## config.mk

```make
export PLATFORM = sky130hd
export DESIGN_NAME = debug_display_scanner
export DESIGN_NICKNAME = d
export VERILOG_FILES = /design/src/rtl/debug_display_scanner_pkg.sv /design/src/rtl/debug_display_scanner_hex_to_7seg.sv /design/src/rtl/debug_display_scanner.sv
export SDC_FILE = /design/constraint.sdc
export NUM_CORES = 1
export LEC_CHECK = 0
export CORE_MARGIN = 5
export CORE_UTILIZATION = 55
export DETAILED_ROUTE_END_ITERATION = 16
export HOLD_SLACK_MARGIN = 0.08
export PLACE_DENSITY = 0.89
export SETUP_SLACK_MARGIN = 0.5
export SLEW_MARGIN = 5
export SYNTH_ARGS = -nofsm -noshare
export SYNTH_HDL_FRONTEND = slang
export SYNTH_SLANG_ARGS = --single-unit
```

## constraint.sdc

```tcl
create_clock -name Clk -period 6.1 [get_ports Clk]
set_input_delay 0.61 -clock Clk [delete_from_list [all_inputs] [get_ports Clk]]
set_output_delay 0.61 -clock Clk [all_outputs]
set_load 0.01 [all_outputs]
```

## src/rtl/debug_display_scanner_pkg.sv

```systemverilog
// Shared constants for the debug seven-segment scanner: active-low hex
// glyphs {g,f,e,d,c,b,a}, the blank pattern and a width helper.
package debug_display_scanner_pkg;

    localparam logic [6:0] SEG_BLANK = 7'h7F;

    localparam logic [6:0] SEG_0 = 7'h40;
    localparam logic [6:0] SEG_1 = 7'h79;
    localparam logic [6:0] SEG_2 = 7'h24;
    localparam logic [6:0] SEG_3 = 7'h30;
    localparam logic [6:0] SEG_4 = 7'h19;
    localparam logic [6:0] SEG_5 = 7'h12;
    localparam logic [6:0] SEG_6 = 7'h02;
    localparam logic [6:0] SEG_7 = 7'h78;
    localparam logic [6:0] SEG_8 = 7'h00;
    localparam logic [6:0] SEG_9 = 7'h10;
    localparam logic [6:0] SEG_A = 7'h08;
    localparam logic [6:0] SEG_B = 7'h03;
    localparam logic [6:0] SEG_C = 7'h46;
    localparam logic [6:0] SEG_D = 7'h21;
    localparam logic [6:0] SEG_E = 7'h06;
    localparam logic [6:0] SEG_F = 7'h0E;

    // Indexed by nibble value; entry 0 sits in the low bits.
    localparam logic [15:0][6:0] SEG_HEX = {
        SEG_F, SEG_E, SEG_D, SEG_C, SEG_B, SEG_A, SEG_9, SEG_8,
        SEG_7, SEG_6, SEG_5, SEG_4, SEG_3, SEG_2, SEG_1, SEG_0
    };

    // Counter width that never collapses to zero bits for tiny ranges.
    function automatic int clog2_min1(input int n);
        return (n > 2) ? $clog2(n) : 1;
    endfunction

endpackage

```

## src/rtl/debug_display_scanner_hex_to_7seg.sv

```systemverilog
// Combinational nibble to active-low seven-segment pattern decoder.
module hex_to_7seg
    import debug_display_scanner_pkg::*;
(
    input  logic [3:0] nib_i,
    output logic [6:0] seg_o
);

    assign seg_o = SEG_HEX[nib_i];

endmodule

```

## src/rtl/debug_display_scanner.sv

```systemverilog
// Multi-channel hex scanner: pages through debug words, can freeze a snapshot,
// blanks leading zeros and inserts dead time at the start of every digit slot.
module debug_display_scanner
    import debug_display_scanner_pkg::*;
#(
    parameter int NUM_DIGITS   = 8,
    parameter int NUM_CHANNELS = 4,
    parameter int DATA_W       = 32,
    parameter int SCAN_DIV     = 100000,
    parameter int BLANK_CYC    = 1000
) (
    input  logic                              Clk,
    input  logic                              Reset,
    input  logic [NUM_CHANNELS*DATA_W-1:0]    ch_data,
    input  logic                              page_next,
    input  logic                              freeze,
    input  logic                              blank_lz,
    output logic [6:0]                        out7,
    output logic [NUM_DIGITS-1:0]             en_out,
    output logic [$clog2(NUM_CHANNELS)-1:0]   page_out
);

    localparam int DIG_W  = clog2_min1(NUM_DIGITS);
    localparam int PAGE_W = $clog2(NUM_CHANNELS);
    localparam int PRE_W  = clog2_min1(SCAN_DIV);
    localparam int WW     = NUM_DIGITS * 4;

    logic [PRE_W-1:0]               pre_q, pre_d;
    logic [DIG_W-1:0]               dig_q, dig_d;
    logic [PAGE_W-1:0]              page_q, page_d;
    logic                           pn_q, fz_q;
    logic [NUM_CHANNELS*DATA_W-1:0] snap_q, snap_d;
    logic [6:0]                     out7_q, out7_d;
    logic [NUM_DIGITS-1:0]          en_q, en_d;

    logic                           pn_rise, fz_rise, slot_end, lz;
    logic [DATA_W-1:0]              word;
    logic [WW-1:0]                  disp_w;
    logic [3:0]                     nib;
    logic [6:0]                     seg;

    always_comb begin
        pn_rise  = page_next & ~pn_q;
        fz_rise  = freeze & ~fz_q;
        slot_end = (pre_q == PRE_W'(SCAN_DIV - 1));

        pre_d = slot_end ? '0 : pre_q + 1'b1;

        dig_d = dig_q;
        if (slot_end)
            dig_d = (dig_q == DIG_W'(NUM_DIGITS - 1)) ? '0 : dig_q + 1'b1;

        page_d = page_q;
        if (pn_rise)
            page_d = (page_q == PAGE_W'(NUM_CHANNELS - 1)) ? '0 : page_q + 1'b1;

        snap_d = fz_rise ? ch_data : snap_q;
    end

    // In the capture cycle the bank is not loaded yet, but the live bus holds
    // exactly the words being captured, so showing it is equivalent.
    always_comb begin
        word = '0;
        if (freeze && !fz_rise)
            word = snap_q[page_q*DATA_W +: DATA_W];
        else
            word = ch_data[page_q*DATA_W +: DATA_W];
    end

    generate
        if (WW <= DATA_W) begin : g_trunc
            assign disp_w = word[WW-1:0];
        end else begin : g_zext
            assign disp_w = {{(WW-DATA_W){1'b0}}, word};
        end
    endgenerate

    assign nib = disp_w[dig_q*4 +: 4];

    hex_to_7seg u_hex (
        .nib_i (nib),
        .seg_o (seg)
    );

    // A digit is a leading zero when it and every more significant nibble are 0.
    always_comb begin
        lz     = blank_lz && (dig_q != '0) && ((disp_w >> (dig_q*4)) == '0);
        out7_d = lz ? SEG_BLANK : seg;
        en_d   = (pre_q < PRE_W'(BLANK_CYC)) ? '1
                                             : ~(NUM_DIGITS'(1) << dig_q);
    end

    always_ff @(posedge Clk) begin
        if (Reset) begin
            pre_q  <= '0;
            dig_q  <= '0;
            page_q <= '0;
            pn_q   <= 1'b0;
            fz_q   <= 1'b0;
            snap_q <= '0;
            out7_q <= SEG_BLANK;
            en_q   <= '1;
        end else begin
            pre_q  <= pre_d;
            dig_q  <= dig_d;
            page_q <= page_d;
            pn_q   <= page_next;
            fz_q   <= freeze;
            snap_q <= snap_d;
            out7_q <= out7_d;
            en_q   <= en_d;
        end
    end

    assign out7     = out7_q;
    assign en_out   = en_q;
    assign page_out = page_q;

endmodule

```

=== Word level (Yosys, flattened, before mapping) ===
Memories as Yosys holds them, arrays and structs flattened. A register that Yosys moved wholly into a read port is not among the register bits.
Index checks and enable logic that the tools add are counted.

* Add/subtract/negate cells: 3
* $lt $le $gt $ge: 1
* Equal/unequal tests: 3
* Shifts and indexed selects: 5
* Muxes and demuxes: 3
* Bitwise operators: 5
* Reductions and logical operators: 9

{| class="wikitable"
|+ Operators with widths
! cell !! number
|-
| $shiftx 128x8->32 || 2
|-
| $logic_not 32->1 || 1
|-
| $mux 32 || 1
|-
| $shiftx 32x6->4 || 1
|-
| $shr 32x5->32 || 1
|-
| $add 17x1->17 const B || 1
|-
| $eq 17x17->1 const B || 1
|-
| $lt 17x10->1 const B || 1
|-
| $not 8->8 || 1
|-
| $shl 1x3->8 const A || 1
|-
| $reduce_or 2->1 || 3
|-
| $add 3x1->3 const B || 1
|-
| $eq 3x3->1 const B || 1
|-
| $logic_and 1x1->1 || 3
|-
| $mux 3 || 1
|-
| $reduce_bool 3->1 || 1
|-
| $add 2x1->2 const B || 1
|-
| $and 1x1->1 || 2
|-
| $eq 2x2->1 const B || 1
|-
| $mux 2 || 1
|-
| $not 1->1 || 2
|-
| $logic_not 1->1 || 1
|}

* Register bits: 160
* ROM bits: 112
* Output and inout port bits: 17
* Logic and storage cells: 37
* Memories: 1

{| class="wikitable"
|+ Memories
! memory !! depth !! bits a word !! read ports !! clocked after Yosys merged registers in !! write ports !! RTL line !! source
|-
| (name not given) || 16 || 7 || 1 || 1 || 0 || debug_display_scanner_hex_to_7seg.sv:9 || <nowiki>assign seg_o = SEG_HEX[nib_i];</nowiki>
|}

=== Longest topological paths before layout ===
* Depth in word-level cells: 9
* Depth in mapped cells: 16
* Mapped depth without buffers: 12

=== Hierarchy ===
From an unflattened synthesis, not the netlist that was laid out.

* Cell total of the unflattened synthesis: 985
* Area, all modules: 8689.6 µm²

{| class="wikitable"
|+ Modules (own cells, without submodules)
! module !! times used !! cells an instance !! area an instance (µm²) !! seq. area each (µm²)
|-
| debug_display_scanner || 1 || 953 || 8414.3 || 3343.2
|-
| hex_to_7seg || 1 || 32 || 275.3 || 0.0
|}

=== Worst setup path after synthesis ===
OpenSTA, ideal clock, no wires.

* Path kind: in2reg
* Start: input freeze
* End: register out7_q[3], in the netlist out7[3]
* Arrival: 3.432 ns
* Setup slack: 2.548 ns
* Stages: 13
* Path buffers: 3
* Path through: nand2_4 > buf_6 > buf_6 > buf_2 > mux4_2 > mux4_2 > nand2_1 > o211a_1 > inv_1 > ha_1 > mux4_2 > nor2_1 > nand2_1

* Cells in the longest elaborated chain, start to end: 8

{| class="wikitable"
|+ Ends and longest elaborated chain
! item !! RTL line !! source
|-
| start: declaration || debug_display_scanner.sv:16 || <nowiki>input logic freeze,</nowiki>
|-
| $and 1x1->1 || debug_display_scanner.sv:44 || <nowiki>fz_rise = freeze & ~fz_q;</nowiki>
|-
| $logic_not 1->1 || debug_display_scanner.sv:64 || <nowiki>if (freeze && !fz_rise)</nowiki>
|-
| $logic_and 1x1->1 * || debug_display_scanner.sv:64 ||
|-
| $mux 32 * || debug_display_scanner.sv:64 ||
|-
| $shr 32x5->32 || debug_display_scanner.sv:87 || <nowiki>lz = blank_lz && (dig_q != '0) && ((disp_w >> (dig_q*4)) == '0);</nowiki>
|-
| $logic_not 32->1 || debug_display_scanner.sv:87 ||
|-
| $logic_and 1x1->1 || debug_display_scanner.sv:87 ||
|-
| $reduce_or 2->1 (no source line) || n/a ||
|-
| end: declaration || debug_display_scanner.sv:33 || <nowiki>logic [6:0] out7_q, out7_d;</nowiki>
|}

Mark *: on every way between the ends. The rest lies on a longest branch, timed or not.
A chain may end at the register's enable or synchronous reset.

=== Worst setup path after layout ===
* Start: register page_q[0], in the netlist page_out[0]
* End: register out7_q[3], in the netlist out7[3]

* Cells in the longest elaborated chain, start to end: 6

{| class="wikitable"
|+ Ends and longest elaborated chain
! item !! RTL line !! source
|-
| start: declaration || debug_display_scanner.sv:30 || <nowiki>logic [PAGE_W-1:0] page_q, page_d;</nowiki>
|-
| start signal: assignment || debug_display_scanner.sv:106 || <nowiki>page_q <= page_d;</nowiki>
|-
| $shiftx 128x8->32, on equally long branches || debug_display_scanner.sv:67, debug_display_scanner.sv:65 ||
|-
| $mux 32 * || debug_display_scanner.sv:64 ||
|-
| $shr 32x5->32 || debug_display_scanner.sv:87 ||
|-
| $logic_not 32->1 || debug_display_scanner.sv:87 ||
|-
| $logic_and 1x1->1 || debug_display_scanner.sv:87 ||
|-
| $reduce_or 2->1 (no source line) || n/a ||
|}

Marked as above.

==> results.tsv <==
stage	metric	value	unit
floorplanning	IO Pins	150	
cts	sinks on the clock net	167	
pwr	maximum resistive drop on vdd	0.220	mV
synthesis	Synth cell types	53	
floorplanning	# rows	46	
sta	Clock Skew	9.74	ps
worst_setup_path	CP cell instances	buf_4, nand2b_1, a211oi_1, or4_1, nor3_1, nor3_1, mux2i_1, inv_1, ha_1, inv_1, mux4_2, nor2_1, nand2_1	
sta	Fmax	233	MHz
worst_setup_path	slack of the worst reg-to-reg path	1810	ps
pwr	P_leak	4.23	nW
floorplanning	die area	18500	sq um
run	Max Cap Violations	0	
cells_and_area	Area Overhead vs Synth	24.2	%
synthesis	synth warn	0	
place	IO Port Bufs	149	
cells_and_area	post-route cell area	10900	sq um
sta	final setup violation count	0	
cts	hold-fix buffers at CTS	0	
worst_setup_path	CP startpoint	page_out[0]	
routing	post-route ant nets	0	
synthesis	syn avg cell area	8.16	sq um
sta	Final Hold Slack	452	ps
sta	max_slew headroom	0.290	
synthesis	flop and latch count out of synthesis	167	
sta	Pins Over Slew Limit	0	
routing	Total Wirelength	25700	um
sta	fin crit share	0.703	
sta	Slew @ Worst Pin	1070	ps
routing	WL/cell	18.5	um
synthesis	Mapped Cells	1073	
sta	Fin. Hold Viols	0	
pwr	Power Total	2.84	mW
worst_hold_path	Hold Crit Start	snap_q[75]	
place	routability cong.	0.930	
worst_setup_path	CP delay by family, top	simple AND/OR/NAND/NOR gates	
worst_setup_path	Worst Path Arrival	4600	ps
cts	clock insertion delay at the later pin of the skew report	430	ps
cells_and_area	ANT cells	0	
cells_and_area	number of fill cells	1197	
worst_setup_path	Worst Path Required	6420	ps
floorplanning	Horiz. Die Dim	136	um
floorplanning	Die Ht	136	um
grt	vias in the first global route	7951	
synthesis	post-synthesis sequential area ratio	0.382	
routing	DRC	0	
synthesis	Mapped Nets	1219	
sta	Setup TNS Final	0	ps
worst_setup_path	CP Launch Type	flop	
grt	GR Overflow Total	0	
cts	TritonCTS clock tree	yes	
grt	pin count of the biggest net entering global routing	82	
cts	clk buf depth	2	
routing	vias per cell	6.20	
worst_setup_path	Crit path buffers/inverters	3	
pwr	PwrDens	261	nW/um^2
routing	drt first pass iters	6	
cts	Reg clk slew, reported paths	60	ps
cts	htree depth	4	
synthesis	Post-synth EDFFs	0	
sta	fin crit period	4290	ps
cells_and_area	Layout Nets	1308	
grt	Tot GR Track Use	0.275	
worst_setup_path	largest stage delay on the critical path	720	ps
floorplanning	core footprint	15800	sq um
place	post-DP HPWL	17100	um
synthesis	Synth Flop Type	dfxtp_1	
cts	Setup Fix Bufs, Post-CTS	0	
cells_and_area	layout cell share with drive strength beyond 1	0.0809	
routing	DR iter-0 viols	1423	
grt	first-pass GRT wire length	40800	um
worst_setup_path	type of the worst setup path	reg -> reg	
worst_setup_path	Slowest cell on crit path	dfxtp_2	
cts	CTS buffer count	17	
worst_hold_path	min-delay worst type	reg -> reg	
synthesis	Post-synth ARST share	0	
cells_and_area	post-layout utilization of the core	0.689	
status	status	finished, final reports clean	
floorplanning	initial core utilization	0.555	
routing	via count	8629	
worst_setup_path	Critical Path Sink Type	flop	
worst_setup_path	Max Fanout on Critical Path	27	
sta	unrepaired setup endpoints after global routing	false	
cts	CTS resizes	0	
grt	antenna violations before repair	1	
worst_setup_path	worst reg2reg startpoint	page_out[0]	
synthesis	mapped cell area	8750	sq um
cts	CTS root buf	clkbuf_16	
place	Placed Area	10200	sq um
[where the power goes]
group	internal, mW	total, mW	leakage (nW)	switching, mW
combinational	0.224	0.485	2.55	0.261
clock	0.733	1.17	0.311	0.441
sequential	1.15	1.18	1.37	0.0324
[worst min-delay path, cell delays in order (launching register included)]
cell and delay, ps:
dfxtp_1 310, nand2_1 50, a21oi_1 50
[per-stage QoR]
stage	setup WS (ps)	std cells
after floorplan	2550	1073
after detailed placement	1820	1359
after CTS	1880	1391
after global routing	1520	1391
final	1810	1391
after global placement	1930	1359
[flip-flops by register name, summed over array words and instances, names as in the netlist]
name and cells:
out7 7, dig_q 3, fz_q 1, pn_q 1, pre_q 17, page_out 2
en_out 8, snap_q 128
[layout make-up]
class | instances | area (sq um) | area share
clock buffer | 23 | 488 | 0.0449
clock inverter | 9 | 161 | 0.0149
inverter | 12 | 45.0 | 0.00415
multi-input combinational | 804 | 4990 | 0.459
sequential | 167 | 3340 | 0.308
tap | 216 | 270 | 0.0249
timing repair buffer | 160 | 1570 | 0.144
[layout by cell type, fill, tap and decap left out, drive strengths merged, types with 3 or more instances in the layout]
cell type        n
and3            69
mux2             7
mux2i           23
a21oi          136
o2111ai          7
and2             4
o21ai            8
clkbuf          23
or4             11
o22ai           10
xnor2            3
bufinv           4
nand2b           5
a2111oi         11
buf             13
ha              13
o211ai          12
inv             13
nand2          284
a211o           19
dfxtp          167
mux4            30
a211oi          37
nor2b            3
nor2            43
nand4            9
nor3            19
clkdlybuf4s50  147
and4             3
xor2            11
nand3            9
[synthesized netlist by cell type, drive strengths merged, types with 4 or more instances]
library cell | instances | area, sq um
nand2 | 284 | 1070
dfxtp | 167 | 3340
a21oi | 136 | 681
clkbuf | 73 | 274
and3 | 69 | 432
nor2 | 43 | 161
a211oi | 37 | 278
mux4 | 30 | 676
mux2i | 23 | 234
a211o | 19 | 166
nor3 | 19 | 105
buf | 17 | 114
ha | 13 | 163
o211ai | 12 | 105
a2111oi | 11 | 96.3
inv | 11 | 41.3
or4 | 11 | 82.6
xor2 | 11 | 96.3
o22ai | 10 | 62.6
nand3 | 9 | 45.0
nand4 | 9 | 62.6
o21ai | 8 | 40.0
mux2 | 7 | 78.8
o2111ai | 7 | 61.3
nand2b | 5 | 31.3
and2 | 4 | 25.0
[kinds of logic after synthesis]
| family | synth area share |
|---|---|
| flip-flops | 0.382 |
| AND/OR/NAND/NOR | 0.241 |
| multiplexers | 0.113 |
| XOR/XNOR | 0.0140 |
| AO/OA/AOI/OAI | 0.182 |
| adder cells (fa/ha/maj) | 0.0186 |
| buffers and inverters | 0.0495 |
[routing by layer]
metal  up-vias  wire length (um)  global-route usage
met5         -                13                   0
li1       3997                 -                   -
met2       549             12200               0.440
met1      4002             10100               0.369
met4         2               906               0.110
met3        79              2510              0.0500
[path summary, 6_finish.rpt]
check,to,cells past startpoint
max reg2reg,out7[3],13
max,out7[3],13
min,snap_q[75],2
min reg2reg,snap_q[75],2
Power figures use the tool's default switching activity.
